`src/rtl/clk_period_meter.sv`:
```
// Measures high time, low time and period of a slow asynchronous clock in system-clock cycles,
// and declares lock once consecutive half-periods match the expected value.
module clk_period_meter #(
    parameter int unsigned CNT_W    = 16,
    parameter int unsigned EXP_HALF = 3,
    parameter int unsigned TOL      = 0,
    parameter int unsigned LOCK_N   = 4,
    parameter int unsigned TIMEOUT  = 64
) (
    input  logic             clk,
    input  logic             rst_n,
    input  logic             in_clk,
    input  logic             enable,
    output logic [CNT_W-1:0] high_cnt,
    output logic [CNT_W-1:0] low_cnt,
    output logic [CNT_W:0]   period,
    output logic             meas_valid,
    output logic             locked,
    output logic             err
);

    localparam int unsigned MatchW  = $clog2(LOCK_N + 1);
    localparam int unsigned LoBound = (EXP_HALF > TOL) ? EXP_HALF - TOL : 0;
    localparam int unsigned HiBound = EXP_HALF + TOL;

    localparam logic [CNT_W-1:0]  CntMax     = '1;
    localparam logic [CNT_W-1:0]  TimeoutVal = CNT_W'(TIMEOUT);
    localparam logic [MatchW-1:0] LockVal    = MatchW'(LOCK_N);

    typedef enum logic [1:0] {StIdle, StAcq, StRun} state_e;

    state_e              state_q, state_d;
    logic                sync1_q, sync2_q, hist_q;
    logic [CNT_W-1:0]    cnt_q, cnt_d;
    logic [MatchW-1:0]   match_q, match_d;
    logic                have_high_q, have_high_d;
    logic [CNT_W-1:0]    high_cnt_q, high_cnt_d;
    logic [CNT_W-1:0]    low_cnt_q, low_cnt_d;
    logic [CNT_W:0]      period_q, period_d;
    logic                meas_valid_q, meas_valid_d;
    logic                locked_q, locked_d;
    logic                err_q, err_d;

    logic                edge_det;
    logic                fall;
    logic [CNT_W-1:0]    cnt_inc;
    logic [MatchW-1:0]   match_inc;
    logic [31:0]         cnt_ext;
    logic                in_win;
    logic [CNT_W:0]      sum;

    assign edge_det  = sync2_q ^ hist_q;
    assign fall      = edge_det & ~sync2_q;
    assign cnt_inc   = (cnt_q == CntMax) ? cnt_q : cnt_q + 1'b1;
    assign match_inc = (match_q == LockVal) ? match_q : match_q + 1'b1;
    assign cnt_ext   = 32'(cnt_q);
    // A saturated count is never a valid half-period, whatever the window.
    assign in_win    = (cnt_ext >= LoBound) && (cnt_ext <= HiBound) && (cnt_q != CntMax);
    assign sum       = {1'b0, high_cnt_q} + {1'b0, cnt_q};

    always_comb begin
        state_d      = state_q;
        cnt_d        = cnt_q;
        match_d      = match_q;
        have_high_d  = have_high_q;
        high_cnt_d   = high_cnt_q;
        low_cnt_d    = low_cnt_q;
        period_d     = period_q;
        meas_valid_d = 1'b0;
        locked_d     = locked_q;
        err_d        = 1'b0;

        if (!enable) begin
            state_d     = StIdle;
            cnt_d       = '0;
            match_d     = '0;
            have_high_d = 1'b0;
            locked_d    = 1'b0;
        end else begin
            unique case (state_q)
                StIdle: begin
                    state_d = StAcq;
                    cnt_d   = '0;
                end
                StAcq, StRun: begin
                    if (edge_det) begin
                        cnt_d = CNT_W'(1);
                        if (state_q == StAcq) begin
                            // Preceding level is partial, so the first edge only starts timing.
                            state_d = StRun;
                        end else begin
                            if (fall) begin
                                high_cnt_d  = cnt_q;
                                have_high_d = 1'b1;
                            end else begin
                                low_cnt_d = cnt_q;
                                if (have_high_q) begin
                                    period_d     = sum;
                                    meas_valid_d = 1'b1;
                                end
                            end
                            if (in_win) begin
                                match_d  = match_inc;
                                locked_d = (match_inc == LockVal);
                            end else begin
                                match_d  = '0;
                                locked_d = 1'b0;
                                err_d    = 1'b1;
                            end
                        end
                    end else begin
                        cnt_d = cnt_inc;
                        // cnt keeps counting past TIMEOUT, so this fires once per drop-out.
                        if (cnt_q == TimeoutVal) begin
                            err_d       = 1'b1;
                            locked_d    = 1'b0;
                            match_d     = '0;
                            have_high_d = 1'b0;
                            state_d     = StAcq;
                        end
                    end
                end
                default: state_d = StIdle;
            endcase
        end
    end

    always_ff @(posedge clk or negedge rst_n) begin
        if (!rst_n) begin
            sync1_q      <= 1'b0;
            sync2_q      <= 1'b0;
            hist_q       <= 1'b0;
            state_q      <= StIdle;
            cnt_q        <= '0;
            match_q      <= '0;
            have_high_q  <= 1'b0;
            high_cnt_q   <= '0;
            low_cnt_q    <= '0;
            period_q     <= '0;
            meas_valid_q <= 1'b0;
            locked_q     <= 1'b0;
            err_q        <= 1'b0;
        end else begin
            sync1_q      <= in_clk;
            sync2_q      <= sync1_q;
            hist_q       <= sync2_q;
            state_q      <= state_d;
            cnt_q        <= cnt_d;
            match_q      <= match_d;
            have_high_q  <= have_high_d;
            high_cnt_q   <= high_cnt_d;
            low_cnt_q    <= low_cnt_d;
            period_q     <= period_d;
            meas_valid_q <= meas_valid_d;
            locked_q     <= locked_d;
            err_q        <= err_d;
        end
    end

    assign high_cnt   = high_cnt_q;
    assign low_cnt    = low_cnt_q;
    assign period     = period_q;
    assign meas_valid = meas_valid_q;
    assign locked     = locked_q;
    assign err        = err_q;

endmodule

```
`config.mk`:
```
export PLATFORM = sky130hd
export DESIGN_NAME = clk_period_meter
export DESIGN_NICKNAME = d
export VERILOG_FILES = /design/src/rtl/clk_period_meter.sv
export SDC_FILE = /design/constraint.sdc
export NUM_CORES = 1
export LEC_CHECK = 0
export CAP_MARGIN = 20
export CORE_UTILIZATION = 64
export CTS_BUF_LIST = sky130_fd_sc_hd__clkbuf_16
export CTS_CLUSTER_SIZE = 14
export DETAILED_ROUTE_END_ITERATION = 10
export DONT_BUFFER_PORTS = 1
export GPL_ROUTABILITY_DRIVEN = 1
export PLACE_DENSITY = 0.8
export SLEW_MARGIN = 20
export SYNTH_ARGS = -nofsm -noshare
export SYNTH_HDL_FRONTEND = slang
export SYNTH_SLANG_ARGS = --single-unit
```
`constraint.sdc`:
```
create_clock -name clk -period 2.52 [get_ports clk]
set_input_delay 0.756 -clock clk [delete_from_list [all_inputs] [get_ports clk]]
set_output_delay 0.756 -clock clk [all_outputs]
set_load 0.005 [all_outputs]
```
After elaboration in Yosys (flattened, before gate mapping) --
Index checks and enable logic that the tools add are counted.
Cells by class: equality and inequality tests 15, reduce and logical (&&, ||, !) cells 11, multiplexer cells 39, $add $sub $neg 3, bitwise operators 5, $lt $le $gt $ge 2
Operator list (count):
- 2-to-1 mux 16 bit | 3
- one-hot mux 16 bit (2 select lines) | 1
- 2-to-1 mux 1 bit | 23
- 2-to-1 mux 3 bit | 7
- adder 16 x 16 -> 17 bit | 1
- adder 16 x 1 -> 16 bit, second input constant | 1
- equality test 16 bit, second input constant | 1
- equality test 16 x 7 -> 1 bit, second input constant | 1
- >= comparator 16 x 2 -> 1 bit, second input constant | 1
- <= comparator 16 x 2 -> 1 bit, second input constant | 1
- inequality test 16 bit, second input constant | 1
- inequality test 4 bit, second input constant | 3
- AND reduction 5 bit | 2
- 2-to-1 mux 2 bit | 4
- equality test 3 bit, second input constant | 2
- inequality test 3 x 1 -> 1 bit, second input constant | 2
- AND reduction 6 bit | 1
- one-hot mux 2 bit (2 select lines) | 1
- AND reduction 2 bit | 2
- AND reduction 4 bit | 1
- adder 3 x 1 -> 3 bit, second input constant | 1
- inequality test 3 x 2 -> 1 bit, second input constant | 1
- inequality test 3 bit, second input constant | 1
- inverter 1 bit | 3
- 9 further kinds | 10
Word-level totals: register bits 77, word-level logic and storage cells 88

Logic depth before layout (Yosys ltp) --
depth in word-level cells 8, mapped depth 11, depth with buffers taken out 9

Worst setup path before layout --
Ideal clock, no wire load.
path kind register to register, start register cnt_q[0], end register period_q[12] (netlist: period[12]), arrival 2145 ps, clock period less this slack 2280 ps, data required time 2385 ps, path slack 240 ps, stages on the path, launching flop included 9, cell sequence dfrtp_1 ha_1 fa_1 a21o_1 a311oi_2 o31ai_1 a21boi_0 xor2_1 o21ai_0
Between the ends: word-level cells in the longest chain between the ends 1
RTL lines:
- start: declaration | RTL line 34 | logic [CNT_W-1:0] cnt_q, cnt_d;
- start signal: assignment | RTL line 148 | cnt_q <= cnt_d;
- adder 16 x 16 -> 17 bit | RTL line 59 | assign sum = {1'b0, high_cnt_q} + {1'b0, cnt_q};
- end signal: assignment | RTL line 153 | period_q <= period_d;
- end: declaration | RTL line 39 | logic [CNT_W:0] period_q, period_d;
Every way passes these cells. A chain may end at the register's enable or synchronous reset.

Worst setup path after layout --
start register high_cnt_q[0] (netlist: high_cnt[0]), end register period_q[10] (netlist: period[10])
Between the ends: word-level cells in the longest chain between the ends 1
RTL lines:
- start: declaration | RTL line 37 | logic [CNT_W-1:0] high_cnt_q, high_cnt_d;
- start signal: assignment | RTL line 151 | high_cnt_q <= high_cnt_d;
- adder 16 x 16 -> 17 bit | RTL line 59
Every way passes these cells.

==> impl_metrics.env <==
export IMPL_outcome="completed"
export IMPL_fin_nets=455
export IMPL_die_area_mm2=0.00695
export IMPL_layout_drive_gt1_share=0.193
export IMPL_die_h_um=83.4
export IMPL_muxShareOfSynthArea=0.0877
export IMPL_wire_per_inst_um=18.1
export IMPL_synthSimpleGateAreaFrac=0.146
export IMPL_fmax_mhz=413
export IMPL_hpwl_um=6450
export IMPL_place_area_mm2=0.00438
export IMPL_syn_area_per_cell_um2=10.4
export IMPL_synthTopCellsByCount="dfrtp_1, nand2_1, mux2_2"
export IMPL_nFillCells=429
export IMPL_clk_latency_ns=0.33
export IMPL_tns_ns=0
export IMPL_synth_area_leader_cell="dfrtp_1"
export IMPL_routed_wl_um=9160
export IMPL_yosysWarnings=0
export IMPL_cp_arrival_ns=2.63
export IMPL_io_pins=56
export IMPL_synth_xor_area_frac=0.0227
export IMPL_rows=29
export IMPL_path_max_fanout=3
export IMPL_die_x_um=83.4
export IMPL_grt_max_degree=78
export IMPL_slew_headroom=0.643
export IMPL_grt_util_all_layers=0.282
export IMPL_clock_skew_ns=0.00596
export IMPL_required_ns=2.73
export IMPL_period_needed_ns=2.42
export IMPL_path_class="reg -> reg"
export IMPL_synth_most_common_cell="dfrtp_1"
export IMPL_antenna_cells=0
export IMPL_synth_edf_count=0
export IMPL_synth_top_family_by_area="compound AO/OA/AOI/OAI gates"
export IMPL_start_util=0.663
export IMPL_synth_top_area_frac=0.455
export IMPL_synth_area_mm2=0.00424
export IMPL_grt_pass1_vias=3146
export IMPL_hold_path_class="in -> async"
export IMPL_ys_ff_latch=77
export IMPL_stdcell_area_mm2=0.00468
export IMPL_vias_per_cell=6.27
export IMPL_tightest_slew_ns=0.532
export IMPL_slew_violations=0
export IMPL_synth_compound_area_frac=0.171
export IMPL_root_buffer="clkbuf_16"
export IMPL_rsz0062_at_grt="no"
export IMPL_syn_inst=409
export IMPL_cts_sinks=77
export IMPL_async_reset_ff_frac=1.00
export IMPL_drc=0
export IMPL_cts_inserted_buffers=9
export IMPL_clk_pin_slew_ns=0.06
export IMPL_synthAdderAreaFrac=0.0815
export IMPL_cts_hold_buf=0
export IMPL_synth_distinct_cells=55
export IMPL_endpoint_kind="register"
export IMPL_area_delta_synth_final_pct=10.5
export IMPL_clock_path_buffers=2
export IMPL_cts_tree="done"
export IMPL_critPathLaunchType="register"
export IMPL_p_leak_nw=2.25
export IMPL_postRouteAntennaNets=0
export IMPL_timing_hold_ws_ns=0.111
export IMPL_htreeDepth=3
export IMPL_drt_pre_antenna_iters=4
export IMPL_setup_viol=0
export IMPL_grt_ovfl_total=0
export IMPL_seq_area_frac_synth=0.455
export IMPL_ys_flop_type="dfrtp_1"
export IMPL_finalWeightedCongestion=0.852
export IMPL_grt_antenna_before_repair=0
export IMPL_drtIter0Drc=216
export IMPL_port_buffers=0
export IMPL_ir_drop_uv=532
export IMPL_core_area_mm2=0.00639
export IMPL_period_share=0.961
export IMPL_hold_viol=0
export IMPL_max_cap_viol_count=0
export IMPL_synth_net_count=440
export IMPL_grt_pass1_wl_um=15500
export IMPL_powerDensity_mw_per_mm2=663
export IMPL_synth_area_leaders="dfrtp_1, mux2_2, ha_1"
export IMPL_vias=3175
-- placed cells by master (no fill, tap or decap), drive strengths merged, types with 2 or more instances in the layout --
| cell | netlist | routed |
|---|---|---|
| mux2 | 33 | 33 |
| xnor2 | 4 | 4 |
| o21a | 4 | 4 |
| a21o | 7 | 7 |
| xor2 | 7 | 7 |
| nand2 | 46 | 46 |
| nand4 | 2 | 2 |
| buf | 11 | 21 |
| nand3 | 15 | 15 |
| a21oi | 20 | 20 |
| o31ai | 11 | 11 |
| nand3b | 2 | 2 |
| or3 | 4 | 4 |
| o41ai | 2 | 2 |
| dfrtp | 77 | 77 |
| a21boi | 3 | 3 |
| o311ai | 2 | 2 |
| o21ai | 41 | 41 |
| a41oi | 2 | 2 |
| or2 | 2 | 2 |
| a22o | 3 | 3 |
| ha | 26 | 26 |
| nor3 | 7 | 7 |
| clkinv | 0 | 3 |
| nand2b | 3 | 3 |
| o21bai | 2 | 2 |
| o211ai | 2 | 2 |
| a311oi | 2 | 2 |
| a211oi | 3 | 3 |
| a31oi | 3 | 3 |
| and3 | 9 | 9 |
| nor4 | 3 | 3 |
| a22oi | 2 | 2 |
| nor2 | 22 | 22 |
| clkbuf | 6 | 9 |
| inv | 12 | 14 |
-- sequential cells by signal, indices dropped and copies added (netlist names) --
name / cells
period: 17
match_q: 3
high_cnt: 16
low_cnt: 16
hist_q: 1
cnt_q: 16
sync1_q: 1
sync2_q: 1
have_high_q: 1
meas_valid: 1
locked: 1
state_q: 2
err: 1
-- worst max-delay path: stages (launching register included) --
cell and delay, ns:
dfrtp_1 0.38, ha_1 0.23, fa_1 0.40, a21o_1 0.23, a311oi_2 0.33, buf_4 0.19
o31ai_1 0.07, a21oi_1 0.19, xor2_1 0.16, o21ai_0 0.09
-- worst paths after layout --
path / from / end / slack, ns / cells after the start
hold reg to reg: sync1_q / sync2_q / 0.36 / 0
hold / removal: rst_n / period[5] / 0.11 / 0
max in group asynchronous: rst_n / cnt_q[15] / 2.29 / 0
setup / recovery: high_cnt[0] / period[10] / 0.1 / 9
setup reg to reg: high_cnt[0] / period[10] / 0.1 / 9
min in group clk: sync1_q / sync2_q / 0.36 / 0
-- cell families (layout without fill, tap and decap cells) --
kind of cell    count (synthesis)  in the layout
simple gates                  120            120
mux                            33             33
xor+xnor                       11             11
fa+ha+maj                      27             27
buf+inv                        29             49
flops                          77             77
compound gates                112            112
-- cell type report --
class,instances,area [um^2],area share
Multi-Input combinational cell,303,2160,0.461
Tap cell,77,96.3,0.0206
Clock buffer,9,225,0.0481
Clock inverter,7,72.6,0.0155
Timing Repair Buffer,21,158,0.0337
Inverter,12,45.0,0.00963
Sequential cell,77,1930,0.412
-- repair_timing --
| item | CTS | global route |
|---|---|---|
| setup buffers | 0 | 0 |
| resized for setup | 0 | 1 |
| hold endpoints to repair | 0 | 0 |
| setup endpoints to repair | 0 | 2 |
-- report_power, final --
| group | total (W) | switching, W | internal [W] |
|---|---|---|---|
| combinational | 0.000497 | 0.000295 | 0.000202 |
| clock | 0.00128 | 0.000512 | 0.000770 |
| sequential | 0.00132 | 0.0000378 | 0.00129 |
-- through the flow --
stage	setup slack, ns	power, W	std cells	utilization
global placement	0.217	0.00181	490	0.686
global route	0.0151	0.00323	506	0.733
detailed placement	0.162	0.00182	490	0.686
finish	0.0977	0.00310	506	0.733
CTS	0.0766	0.00311	506	0.733
floorplan	0.240	0.00170	409	-
-- per-layer routing --
metal  vias up  GRT usage  part of all wire
li1       1521          -                 -
met1      1516      0.373              0.44
met2       125      0.455              0.48
met3        13     0.0646             0.067
met4         0      0.105             0.014
met5         -          0                 0
Power figures use the tool's default switching activity.
